==> src/rtl/regfile_write_queue.sv <==
// Write-back buffer in front of the register file's single write port.
// Holds up to DEPTH pending {reg, data} writes in order, drains one per
// cycle, and forwards the newest pending data on two lookup ports.
//
// Handshake: a request transfers at a rising edge where in_valid && in_ready.
// in_ready depends only on occupancy and reset, never on in_valid. The
// register file side has no ready: rf_write pops the head at the edge unless
// rf_stall is high.
module regfile_write_queue #(
  parameter int DATA_W = 32,
  parameter int ADDR_W = 5,
  parameter int DEPTH  = 4
) (
  input  logic                       clk,
  input  logic                       reset_n,
  input  logic                       in_valid,
  output logic                       in_ready,
  input  logic [ADDR_W-1:0]          in_reg,
  input  logic [DATA_W-1:0]          in_data,
  input  logic                       rf_stall,
  output logic                       rf_write,
  output logic [ADDR_W-1:0]          rf_register_no,
  output logic [DATA_W-1:0]          rf_reg_data,
  input  logic [ADDR_W-1:0]          lookup_reg1,
  input  logic [ADDR_W-1:0]          lookup_reg2,
  output logic                       hit1,
  output logic                       hit2,
  output logic [DATA_W-1:0]          fwd_data1,
  output logic [DATA_W-1:0]          fwd_data2,
  output logic [$clog2(DEPTH+1)-1:0] count
);

  localparam int PTR_W = $clog2(DEPTH);
  localparam int CNT_W = $clog2(DEPTH+1);

  logic [PTR_W-1:0]  head_q, head_d;
  logic [PTR_W-1:0]  tail_q, tail_d;
  logic [CNT_W-1:0]  count_q, count_d;
  logic [ADDR_W-1:0] reg_mem_q  [DEPTH];
  logic [ADDR_W-1:0] reg_mem_d  [DEPTH];
  logic [DATA_W-1:0] data_mem_q [DEPTH];
  logic [DATA_W-1:0] data_mem_d [DEPTH];

  logic              push;
  logic              pop;
  logic [PTR_W-1:0]  fwd_idx;

  // Handshake and drain controls; register 0 completes the handshake but is
  // dropped, and a full queue refuses even when a drain is happening.
  always_comb begin
    in_ready = reset_n && (count_q != CNT_W'(DEPTH));
    rf_write = (count_q != '0) && !rf_stall;
    push     = in_valid && in_ready && (in_reg != '0);
    pop      = rf_write;
  end

  // Head entry presented to the register file, zero when empty.
  always_comb begin
    rf_register_no = '0;
    rf_reg_data    = '0;
    if (count_q != '0) begin
      rf_register_no = reg_mem_q[head_q];
      rf_reg_data    = data_mem_q[head_q];
    end
  end

  // Forwarding: walk oldest to youngest so the youngest match wins.
  always_comb begin
    hit1      = 1'b0;
    hit2      = 1'b0;
    fwd_data1 = '0;
    fwd_data2 = '0;
    fwd_idx   = '0;
    for (int k = 0; k < DEPTH; k++) begin
      fwd_idx = head_q + PTR_W'(k);
      if (CNT_W'(k) < count_q) begin
        if ((lookup_reg1 != '0) && (reg_mem_q[fwd_idx] == lookup_reg1)) begin
          hit1      = 1'b1;
          fwd_data1 = data_mem_q[fwd_idx];
        end
        if ((lookup_reg2 != '0) && (reg_mem_q[fwd_idx] == lookup_reg2)) begin
          hit2      = 1'b1;
          fwd_data2 = data_mem_q[fwd_idx];
        end
      end
    end
  end

  // Next-state for pointers, occupancy and storage.
  always_comb begin
    head_d     = head_q;
    tail_d     = tail_q;
    count_d    = count_q;
    reg_mem_d  = reg_mem_q;
    data_mem_d = data_mem_q;
    if (push) begin
      reg_mem_d[tail_q]  = in_reg;
      data_mem_d[tail_q] = in_data;
      tail_d             = tail_q + PTR_W'(1);
    end
    if (pop) begin
      head_d = head_q + PTR_W'(1);
    end
    case ({push, pop})
      2'b10:   count_d = count_q + CNT_W'(1);
      2'b01:   count_d = count_q - CNT_W'(1);
      default: count_d = count_q;
    endcase
  end

  // State registers; reset discards every pending write immediately.
  always_ff @(posedge clk or negedge reset_n) begin
    if (!reset_n) begin
      head_q  <= '0;
      tail_q  <= '0;
      count_q <= '0;
      for (int i = 0; i < DEPTH; i++) begin
        reg_mem_q[i]  <= '0;
        data_mem_q[i] <= '0;
      end
    end else begin
      head_q     <= head_d;
      tail_q     <= tail_d;
      count_q    <= count_d;
      reg_mem_q  <= reg_mem_d;
      data_mem_q <= data_mem_d;
    end
  end

  assign count = count_q;

endmodule

==> config.mk <==
export PLATFORM = sky130hd
export DESIGN_NAME = regfile_write_queue
export DESIGN_NICKNAME = d
export VERILOG_FILES = /design/src/rtl/regfile_write_queue.sv
export SDC_FILE = /design/constraint.sdc
export NUM_CORES = 1
export LEC_CHECK = 0
export BUFFER_PORTS_ARGS = -buffer_cell sky130_fd_sc_hd__buf_2
export CELL_PAD_IN_SITES_DETAIL_PLACEMENT = 1
export CELL_PAD_IN_SITES_GLOBAL_PLACEMENT = 1
export CORE_AREA = 5 5 182 184
export CTS_BUF_LIST = sky130_fd_sc_hd__clkbuf_8 sky130_fd_sc_hd__clkbuf_16
export CTS_CLUSTER_SIZE = 28
export DETAILED_ROUTE_END_ITERATION = 7
export DIE_AREA = 0 0 187 189
export PLACE_DENSITY_LB_ADDON = 0.1
export SLEW_MARGIN = 20
export SYNTH_ARGS = -nofsm -noshare
export SYNTH_HDL_FRONTEND = slang
export SYNTH_SLANG_ARGS = --single-unit
==> constraint.sdc <==
create_clock -name clk -period 2.4 [get_ports clk]
set_input_delay 0 -clock clk [delete_from_list [all_inputs] [get_ports clk]]
set_output_delay 0 -clock clk [all_outputs]
set_load 0.05 [all_outputs]
; After elaboration in Yosys (flattened, before gate mapping)
; Cells that the tools add are included.
[totals]
reg_bits = 155
input_bits = 51
[op_classes]
add_sub_neg = 6
n_lt_le_gt_ge = 10
eq_ne = 11
n_mux = 65
bitwise = 5
n_reduce_logical = 19
[ops]
columns = operator, n
row1 = 32-bit 2-to-1 mux, 26
row2 = 32-bit binary-select mux with 2-bit select, 4
row3 = 128-bit bitwise mux, 1
row4 = 32-bit demux with 2-bit select, 1
row5 = 5-bit 2-to-1 mux, 10
row6 = 5-bit binary-select mux with 2-bit select, 4
row7 = 5-bit equality test, 8
row8 = 20-bit bitwise mux, 1
row9 = 1-bit 2-to-1 mux, 16
row10 = "3-bit >= comparator, second input constant", 5
row11 = 2-bit inverter with 3-bit output, 5
row12 = 5-bit nonzero test, 3
row13 = 1-bit logical AND, 13
row14 = 5-bit demux with 2-bit select, 1
row15 = "1-bit by 3-bit < comparator with 1-bit output, first input constant", 2
row16 = "2-bit by 3-bit < comparator with 1-bit output, first input constant", 2
row17 = 3-bit one-hot mux with 2 select lines, 1
row18 = "2-bit by 1-bit adder with 2-bit output, second input constant", 2
row19 = "2-bit adder, second input constant", 2
row20 = "3-bit by 1-bit adder with 3-bit output, second input constant", 1
row21 = "3-bit by 1-bit < comparator with 1-bit output, second input constant", 1
row22 = "3-bit != test, second input constant", 1
row23 = 3-bit nonzero test, 1
row24 = "3-bit by 1-bit subtractor with 3-bit output, second input constant", 1
row25 = other kinds (4), 4

; Longest topological paths before layout
; Gate-level depths: netlist (run 1).
[depth]
depth_word = 14
mapped_depth = 12

; Worst setup path after synthesis (run 1)
; No wires, ideal clock.
[synth_timing]
path_kind = reg2reg
startpoint = reg count_q[0], in the netlist count[0]
endpoint = reg data_mem_q[100] in the netlist's numbering
setup_time_ns = 0.125
t_arrival_ns = 3.605
path_slack_ns = -1.330
path_stages_with_launch = 9
cell_sequence = dfrtp_1 inv_1 ha_1 a21boi_0 nand2_1 a21oi_1 nand2_1 clkbuf_1 mux2_2
[synth_between]
elab_chain_len = 4
[synth_rtl]
columns = item, line
row1 = "start, declared", 38  ; logic [CNT_W-1:0] count_q, count_d;
row2 = "start signal, assigned", 124  ; count_q <= count_d;
row3 = 3-bit != test, 51  ; in_ready = reset_n && (count_q != CNT_W'(DEPTH));
row4 = 1-bit logical AND, 51
row5 = named net in_ready, 17  ; output logic in_ready,
row6 = 1-bit logical AND (2 in series), 53  ; push = in_valid && in_ready && (in_reg != '0);
row7 = "end signal, assigned", 126  ; data_mem_q <= data_mem_d;
row8 = "end, declared", 41  ; logic [DATA_W-1:0] data_mem_q [DEPTH];
; The timed path passes the listed nets, and every way through them passes these cells.
; A chain may end at the register's enable or synchronous reset.

; Final worst setup path (run 1)
[layout_timing]
startpoint = reg head_q[0]
endpoint = out fwd_data1[9]
[layout_between]
elab_chain_len = 14
word_cells_on_any_way = 47
cone_classes = 3 x add/sub / 4 x eq/ne / 32 x mux / 4 x bitwise / 4 x reduce/logical
[layout_rtl]
columns = item, line
row1 = "start, declared", 36  ; logic [PTR_W-1:0] head_q, head_d;
row2 = "start signal, assigned", 114  ; head_q <= '0;
row3 = "start signal, assigned", 122  ; head_q <= head_d;
row4 = branches (longest 13 deep; another with 2-bit by 1-bit adder with 2-bit output), --
row5 = 32-bit 2-to-1 mux *, 76  ; if (CNT_W'(k) < count_q) begin
row6 = "end, declared", 28  ; output logic [DATA_W-1:0] fwd_data1,
; Mark *: on every way between the ends. The select of a mux whose other input is x is not followed.

==> results.yml, run 1 <==
clocking:
  numCtsBuffers: 17
  clock_tree.htree_level_count: 4
  cts_root_buf: "clkbuf_16"
  clk_latency_ns: 0.47
  cts.sink_count: 155
  cts_tree: "done"
  cts.reportedPaths.clkPinSlew_ns: 0.06
  clk_path_buf_depth: 2
worst_setup_path:
  timing.critical_path.required_ns: 2.40
  cp.arrival_ns: 3.50
  path_cells: "buf_6 -> buf_4 -> mux4_2 -> o221ai_1 -> nor4_4 -> buf_4 -> buf_6 -> clkbuf_16 -> o211ai_1 -> mux2i_1 -> a31oi_4 -> buf_6"
  type_of_destination_of_the_critical_path: "primary output"
  crit_path_kind: "flop to primary output"
  worstPathMaxFanout: 7
  critical-path-top-cell-by-count: "buf_6"
  worst_setup_path_start_kind: "flop"
  worst_path_largest_cell_delay_ns: 0.56
  cpMaxStageDelayCell: "mux4_2"
drt:
  post-route-drc-count: 0
  first_iter_violations: 1247
  wl_per_cell_um: 30.3
  total_length_of_routed_wires_um: 66100
  detailroute.via_count: 14286
  detailedRoute.firstPassIterationCount: 6
  drt.antenna.violating_nets: 0
  detail_route.vias_per_cell: 6.55
placed_design:
  placedInstanceArea_um2: 17200
  gp_congestion: 0.902
  port-buffer-count: 158
  dp_hpwl_um: 33900
sta:
  worst-slew-pin-transition_ns: 0.947
  timing.final.crit_period_ns: 3.50
  max-slew-margin-rel: 0.369
  fmax_mhz: 286
  setup-violations-final: 88
  post-route-worst-setup-slack_ns: -1.10
  grt_setup_unrepaired: "yes"
  period_share: 1.46
  hold_ws_ns: 0.143
  finalHoldViolCount: 0
  worst_setup_skew_after_layout_ns: 0.0151
  slew_viol_final: 0
floorplan:
  fp.dieArea_um2: 35300
  design.core.area_um2: 31200
  initial_utilization: 0.416
  num_rows: 65
  fp.dieW_um: 187
  die-height_um: 189
  io_pins: 159
layout:
  final_layout_size_suffix_gt1_frac: 0.578
  layout-area-overhead-vs-synth_pct: 59.9
  final.fill_count: 3132
  finish.instance_area_um2: 20700
  final_core_util: 0.664
  finish.net_count: 1825
min_path:
  timing.hold.worst.class: "input port to flop"
global_routing:
  globalRouteTotalUtil: 0.297
  antenna_found_initial: 2
  grt_max_degree: 156
  grt_remaining_overflow: 0
  grt_pass1_vias: 14163
  grt_pass1_wl_um: 83200
synthesis:
  postSynthAreaPerCell_um2: 9.53
  netlist_instances: 1362
  synth_async_sr_flop_share: 1.00
  synth.net_count: 1421
  synth_seq_area_share: 0.299
  synth_seq_cells: 155
  yosys_most_used_dff: "dfrtp_1"
  synth.yosys.warnings: 0
  synth_cell_type_count: 53
  synth_enable_flop_cells: 0
  post_synth_instance_area_um2: 13000
run_status:
  outcome: "complete, but fails checks"
  violations: "negative setup slack"
job:
  max_cap_violations: 0
## path summary, 6_finish.rpt
path,startpoint,end,slack [ns],cells past startpoint
worst max-delay path,head_q[0],fwd_data1[9],-1.10,12
max in group asynchronous,reset_n,data_mem_q[38],1.41,3
worst min-delay path,in_valid,count[0],0.14,6
min in group asynchronous,reset_n,reg_mem_q[7],0.26,3
worst min register to register,data_mem_q[87],data_mem_q[87],0.53,1
worst max register to register,count[0],reg_mem_q[10],0.33,9
## state kept, by name, indices dropped and copies added (netlist names)
signal / cells
count: 3
head_q: 2
reg_mem_q: 20
tail_q: 2
data_mem_q: 128
## per-layer routing
layer | up-vias | global-route usage | part of all wire
met4 | 0 | 0.0973 | 0.056
met5 | - | 0 | 0
met1 | 7257 | 0.374 | 0.38
li1 | 5905 | - | -
met3 | 287 | 0.0516 | 0.080
met2 | 837 | 0.521 | 0.48
## synth_stat cells (all sizes together), types with 2 or more instances
cell type / count / area (um2)
ha: 8 / 100
a31oi: 58 / 363
a41oi: 3 / 26.3
inv: 13 / 48.8
nor2b: 9 / 56.3
o211ai: 82 / 616
nor2: 56 / 210
xor2: 9 / 78.8
dfrtp: 155 / 3880
xnor2: 37 / 324
nand4: 2 / 12.5
and2: 3 / 18.8
mux4: 18 / 405
a21oi: 11 / 55.1
nor3b: 30 / 225
or3: 3 / 18.8
o21ai: 96 / 480
buf: 55 / 334
clkbuf: 81 / 305
o2bb2ai: 2 / 17.5
or4: 56 / 420
nor3: 9 / 45.0
a221oi: 2 / 17.5
nand3: 6 / 30.0
mux2: 243 / 2740
a31o: 2 / 17.5
mux2i: 115 / 1150
nand2: 142 / 533
o221ai: 2 / 17.5
a21o: 3 / 22.5
nor4: 6 / 52.6
o21a: 28 / 210
a2111oi: 4 / 35.0
nand3b: 3 / 22.5
## layout by cell type (no fill, tap or decap), types with 12 or more instances in the layout
cell type,count
nor3b_1,27
o21ai_0,66
xnor2_1,28
buf_4,228
buf_2,72
o21ai_4,13
mux2_2,236
nor2_2,12
or4_4,55
nand2_1,123
mux4_2,18
buf_12,43
nor2_1,41
buf_6,104
a31oi_4,58
dlygate4sd3_1,39
dfrtp_1,150
o21a_1,27
mux2i_1,94
o21ai_2,16
clkbuf_16,32
o211ai_1,82
mux2i_2,16
## final cells by class
type	count	area, um2	share of cell area
tap	402	503	0.0242
inverter	13	56.3	0.00271
sequential	155	3890	0.187
timing repair buffer	521	5260	0.254
multi-input combinational	1058	10400	0.499
clock buffer	17	425	0.0205
antenna	1	2.50	0.000121
clock inverter	15	248	0.0119
## metrics by stage
step	worst slack (ns)	setup TNS, ns	cells
after floorplan	-0.268	-13.16	1362
after global placement	-0.646	-40.03	2041
after detailed placement	-0.688	-42.52	2041
after CTS	-0.933	-65.37	2144
after global routing	-1.13	-73.53	2181
final	-1.10	-69.13	2182
## logic make-up after synthesis
group,Yosys count,share of synthesized area
XOR/XNOR,46,0.0310
adder cells (fa/ha/maj),8,0.00771
flip-flops,155,0.299
buffers and inverters,149,0.0530
AND/OR/NAND/NOR,328,0.129
multiplexers,376,0.331
AO/OA/AOI/OAI,300,0.150
## repair_timing
item | in CTS | in global routing
hold buffers | 39 | 0
gates resized for setup | 223 | 243
endpoints found under the setup margin | 99 | 98
gates cloned | 4 | 22
buffers inserted | 28 | 18
pin swaps | 24 | 37
hold endpoints to repair | 305 | 0
## worst max-delay path: cells and delay by family, from the launching register on
kind,cells,cell delay (ns)
flops,1,0.44
buf+inv,6,0.96
compound gates,3,0.78
simple gates,1,0.09
mux,2,0.76
Power of run 1 is left out: the tool's default activity adds up to more than one toggle a clock period on the data nets, which glitch-free logic cannot reach.
==> inputs of run 2 (changes only) <==
==> config.mk (replaced) <==
export PLATFORM = sky130hd
export DESIGN_NAME = regfile_write_queue
export DESIGN_NICKNAME = d
export VERILOG_FILES = /design/src/rtl/regfile_write_queue.sv
export SDC_FILE = /design/constraint.sdc
export NUM_CORES = 1
export LEC_CHECK = 0
export BUFFER_PORTS_ARGS = -buffer_cell sky130_fd_sc_hd__buf_2
export CORE_AREA = 5 5 176 178
export CTS_BUF_LIST = sky130_fd_sc_hd__clkbuf_8 sky130_fd_sc_hd__clkbuf_16
export CTS_CLUSTER_SIZE = 28
export DETAILED_ROUTE_END_ITERATION = 7
export DIE_AREA = 0 0 181 183
export PLACE_DENSITY = 0.66
export SLEW_MARGIN = 20
export SYNTH_ARGS = -nofsm -noshare
export SYNTH_HDL_FRONTEND = slang
export SYNTH_SLANG_ARGS = --single-unit
==> results.yml, run 2 (synthesized netlist as in run 1, its figures left out) <==
min_path:
  timing.hold.worst.class: "input port to flop"
layout:
  antenna_cells: 0
  max_flop_register: "data_mem_q"
  largest_reg_flops: 128
  most-common-layout-cells: "262 x buf_4, 228 x mux2_2, 150 x dfrtp_1"
  stdcell_count: 2176
  mostFrequentLayoutCell: "buf_4"
  finish.net_count: 1832
  final_layout_size_suffix_gt1_frac: 0.562
  final.fill_count: 2072
  layout-area-overhead-vs-synth_pct: 57.6
drt:
  detail_route.vias_per_cell: 6.15
  total_length_of_routed_wires_um: 51900
  first_iter_violations: 1129
  wl_per_cell_um: 23.8
  post-route-drc-count: 0
  detailedRoute.firstPassIterationCount: 6
  drt.antenna.violating_nets: 0
  detailroute.via_count: 13379
global_routing:
  antenna_found_initial: 0
  globalRouteTotalUtil: 0.280
  grt_max_degree: 156
  grt_remaining_overflow: 0
  grt_pass1_vias: 13401
  grt_pass1_wl_um: 74300
floorplan:
  initial_utilization: 0.444
  io_pins: 159
  fp.dieArea_um2: 33100
  die-height_um: 183
  num_rows: 63
  fp.dieW_um: 181
  design.core.area_um2: 29200
run_status:
  outcome: "complete, but fails checks"
  violations: "negative setup slack"
sta:
  period_share: 1.39
  grt_setup_unrepaired: "yes"
  finalHoldViolCount: 0
  fmax_mhz: 299
  setup-violations-final: 89
  hold_ws_ns: 0.0897
  worst_setup_skew_after_layout_ns: 0.0135
  worst-slew-pin-transition_ns: 0.939
  max-slew-margin-rel: 0.374
  post-route-worst-setup-slack_ns: -0.943
  timing.final.crit_period_ns: 3.34
  slew_viol_final: 0
clocking:
  cts_tree: "done"
  cts_root_buf: "clkbuf_16"
  clock_tree.htree_level_count: 4
  clk_latency_ns: 0.44
  numCtsBuffers: 17
  clk_path_buf_depth: 2
  cts.reportedPaths.clkPinSlew_ns: 0.07
  cts.sink_count: 155
worst_setup_path:
  crit_path_kind: "flop to primary output"
  type_of_destination_of_the_critical_path: "primary output"
  timing.critical_path.required_ns: 2.40
  cp.arrival_ns: 3.34
  worst_setup_path_start_kind: "flop"
  worstPathMaxFanout: 29
placed_design:
  dp.cells: 2059
  gp_congestion: 0.960
  port-buffer-count: 158
  dp_slack_ns: -0.687
  dp_hpwl_um: 31000
job:
  max_cap_violations: 0
## run 2: final timing paths
| path | startpoint | depth (start not counted) | endpoint | slack [ns] |
|---|---|---|---|---|
| max | head_q[0] | 9 | fwd_data2[30] | -0.94 |
| min reg2reg | data_mem_q[2] | 1 | data_mem_q[2] | 0.52 |
| max in group asynchronous | reset_n | 3 | head_q[0] | 1.31 |
| min in group asynchronous | reset_n | 3 | count[1] | 0.24 |
| max reg2reg | count[1] | 9 | data_mem_q[59] | 0.34 |
| min | in_valid | 5 | tail_q[0] | 0.09 |
## run 2: timing repair
item,4_1_cts,5_1_grt
setup buffers,14,16
resized for setup,246,144
gates cloned,8,15
setup endpoints to repair,98,98
pin swaps,21,23
endpoints found under the hold margin,305,0
hold buffers,39,0
## run 2: cell type report
type,count,area [um2],area share
Inverter,13,51.3,0.00251
Clock inverter,15,153,0.00746
Multi-Input combinational cell,1059,10200,0.498
Clock buffer,17,425,0.0208
Tap cell,390,488,0.0239
Sequential cell,155,3890,0.190
Timing Repair Buffer,527,5260,0.257
## run 2: through the flow
step / utilization / cell area, um2 / setup TNS, ns
final: 0.699 / 20500 / -60.20
after global routing: 0.699 / 20500 / -66.44
after CTS: 0.665 / 19400 / -56.12
after detailed placement: 0.594 / 17400 / -35.46
after global placement: 0.594 / 17400 / -35.39
after floorplan: - / 14300 / -13.16
## run 2: per-layer routing
metal / up-vias / GRT usage / wire (um)
met5: - / 0 / 0
met4: 0 / 0.118 / 1820
met3: 122 / 0.0537 / 3830
met2: 642 / 0.475 / 25100
met1: 6695 / 0.353 / 21100
li1: 5920 / - / -
## run 2: worst max-delay path: stages, from the launching register on
cell       delay, ns
dfrtp_4         0.54
buf_12          0.15
buf_12          0.13
mux4_2          0.52
nand4bb_1       0.27
a21o_1          0.22
buf_12          0.18
or4_4           0.46
a31oi_4         0.23
buf_8           0.18
Power of run 2 is left out for the same reason.
==> inputs of run 3 (changes only) <==
--- a/config.mk
+++ b/config.mk
@@ -5,12 +5,13 @@
 export SDC_FILE = /design/constraint.sdc
 export NUM_CORES = 1
 export LEC_CHECK = 0
-export BUFFER_PORTS_ARGS = -buffer_cell sky130_fd_sc_hd__buf_2
+export BUFFER_PORTS_ARGS = -buffer_cell sky130_fd_sc_hd__clkbuf_2
 export CORE_AREA = 5 5 176 178
 export CTS_BUF_LIST = sky130_fd_sc_hd__clkbuf_8 sky130_fd_sc_hd__clkbuf_16
 export CTS_CLUSTER_SIZE = 28
 export DETAILED_ROUTE_END_ITERATION = 7
 export DIE_AREA = 0 0 181 183
+export MAX_ROUTING_LAYER = met4
 export PLACE_DENSITY = 0.66
 export SLEW_MARGIN = 20
 export SYNTH_ARGS = -nofsm -noshare
==> results.yml, run 3 (synthesized netlist as in run 1, its figures left out) <==
run_status:
  outcome: "complete, but fails checks"
  violations: "negative setup slack"
sta:
  timing.final.crit_period_ns: 3.32
  max-slew-margin-rel: 0.407
  worst-slew-pin-transition_ns: 0.889
  period_share: 1.38
  setup_tns_ns: -57.38
  finalHoldViolCount: 0
  slew_viol_final: 0
  setup-violations-final: 93
  hold_ws_ns: 0.0940
  fmax_mhz: 301
  grt_setup_unrepaired: "yes"
  post-route-worst-setup-slack_ns: -0.917
  worst_setup_skew_after_layout_ns: 0.0103
drt:
  detail_route.vias_per_cell: 6.32
  detailroute.via_count: 13616
  total_length_of_routed_wires_um: 53300
  drt.antenna.violating_nets: 0
  post-route-drc-count: 0
  wl_per_cell_um: 24.7
  detailedRoute.firstPassIterationCount: 5
  first_iter_violations: 1526
worst_setup_path:
  reg2reg_setup_slack_ns: 0.29
  crit_path_kind: "flop to primary output"
  cp-startpoint: "head_q[0]"
  r2r_cells: 9
  worst_setup_path_endpoint: "fwd_data2[1]"
  type_of_destination_of_the_critical_path: "primary output"
  reg2reg_from: "count[1]"
  worst_setup_path_start_kind: "flop"
  worstPathMaxFanout: 7
  timing.critical_path.required_ns: 2.40
  cp.arrival_ns: 3.32
  regToRegEndpoint: "data_mem_q[10]"
floorplan:
  design.core.area_um2: 29200
  fp.dieArea_um2: 33100
  die-height_um: 183
  initial_utilization: 0.444
  num_rows: 63
  io_pins: 159
  fp.dieW_um: 181
clocking:
  clock_tree.htree_level_count: 4
  cts.reportedPaths.clkPinSlew_ns: 0.07
  clk_latency_ns: 0.44
  numCtsBuffers: 17
  cts.sink_count: 155
  cts_tree: "done"
  clk_path_buf_depth: 2
  cts_root_buf: "clkbuf_16"
layout:
  layout-area-overhead-vs-synth_pct: 62.1
  finish.net_count: 1811
  final.fill_count: 1947
  final_layout_size_suffix_gt1_frac: 0.565
  stdcell_count: 2156
  max_flop_register: "data_mem_q"
  mostFrequentLayoutCell: "mux2_2"
  final_core_util: 0.719
  largest_reg_flops: 128
  most-common-layout-cells: "233 x mux2_2, 229 x buf_4, 150 x dfrtp_1"
min_path:
  timing.hold.worst.class: "input port to flop"
  min_from: "in_valid"
global_routing:
  grt_pass1_wl_um: 79300
  grt_max_degree: 156
  grt_remaining_overflow: 0
  antenna_found_initial: 1
  grt_pass1_vias: 13897
  globalRouteTotalUtil: 0.310
placed_design:
  dp.cells: 2037
  gp_congestion: 0.975
  port-buffer-count: 158
  dp_hpwl_um: 31000
job:
  max_cap_violations: 0
[run 3: worst min path at each step]
stage / endpoint / slack (ns) / cells after the start
2_1_floorplan: count[0] / -0.30 / 0
3_3_place_gp: count[2] / 0.22 / 2
3_5_place_dp: data_mem_q[35] / 0.22 / 2
4_1_cts: tail_q[1] / 0.07 / 6
5_1_grt: tail_q[0] / 0.13 / 5
6_report: tail_q[1] / 0.09 / 6
[run 3: cell type report]
type / instances / area (um2) / area share
Inverter: 13 / 56.3 / 0.00268
Multi-Input combinational cell: 1059 / 10300 / 0.491
Antenna cell: 1 / 2.50 / 0.000119
Clock inverter: 15 / 131 / 0.00625
Sequential cell: 155 / 3890 / 0.185
Clock buffer: 17 / 425 / 0.0202
Tap cell: 390 / 488 / 0.0232
Timing Repair Buffer: 506 / 5720 / 0.272
[run 3: critical path, cell delays in order (launching register included)]
cell and delay, ns:
dfrtp_4 0.52, buf_6 0.14, buf_16 0.12, mux4_2 0.46
xnor2_2 0.16, nand3_2 0.13, a211oi_4 0.07, buf_6 0.15
clkbuf_16 0.16, or4_4 0.53, a31oi_4 0.25, buf_12 0.17
[run 3: routing by layer]
layer  part of all wire  GRT usage  up-vias
met5                  0          -        -
met4              0.041      0.130        0
met2               0.47      0.493      792
li1                   -          -     5902
met3              0.084     0.0530      198
met1               0.40      0.393     6724
[run 3: through the flow]
| step | setup WS [ns] | area (um2) |
|---|---|---|
| finish | -0.917 | 21000 |
| global route | -0.949 | 21000 |
| CTS | -0.857 | 20300 |
| detailed placement | -0.502 | 18200 |
| global placement | -0.425 | 18200 |
| floorplan | -0.268 | 14300 |
[run 3: what timing repair did]
action | in CTS | in global routing
pin swaps | 38 | 29
endpoints found under the setup margin | 98 | 99
hold buffers | 39 | 0
endpoints found under the hold margin | 305 | 0
resized for setup | 161 | 163
gates cloned | 15 | 7
buffers inserted | 18 | 11
Power of run 3 is left out for the same reason.
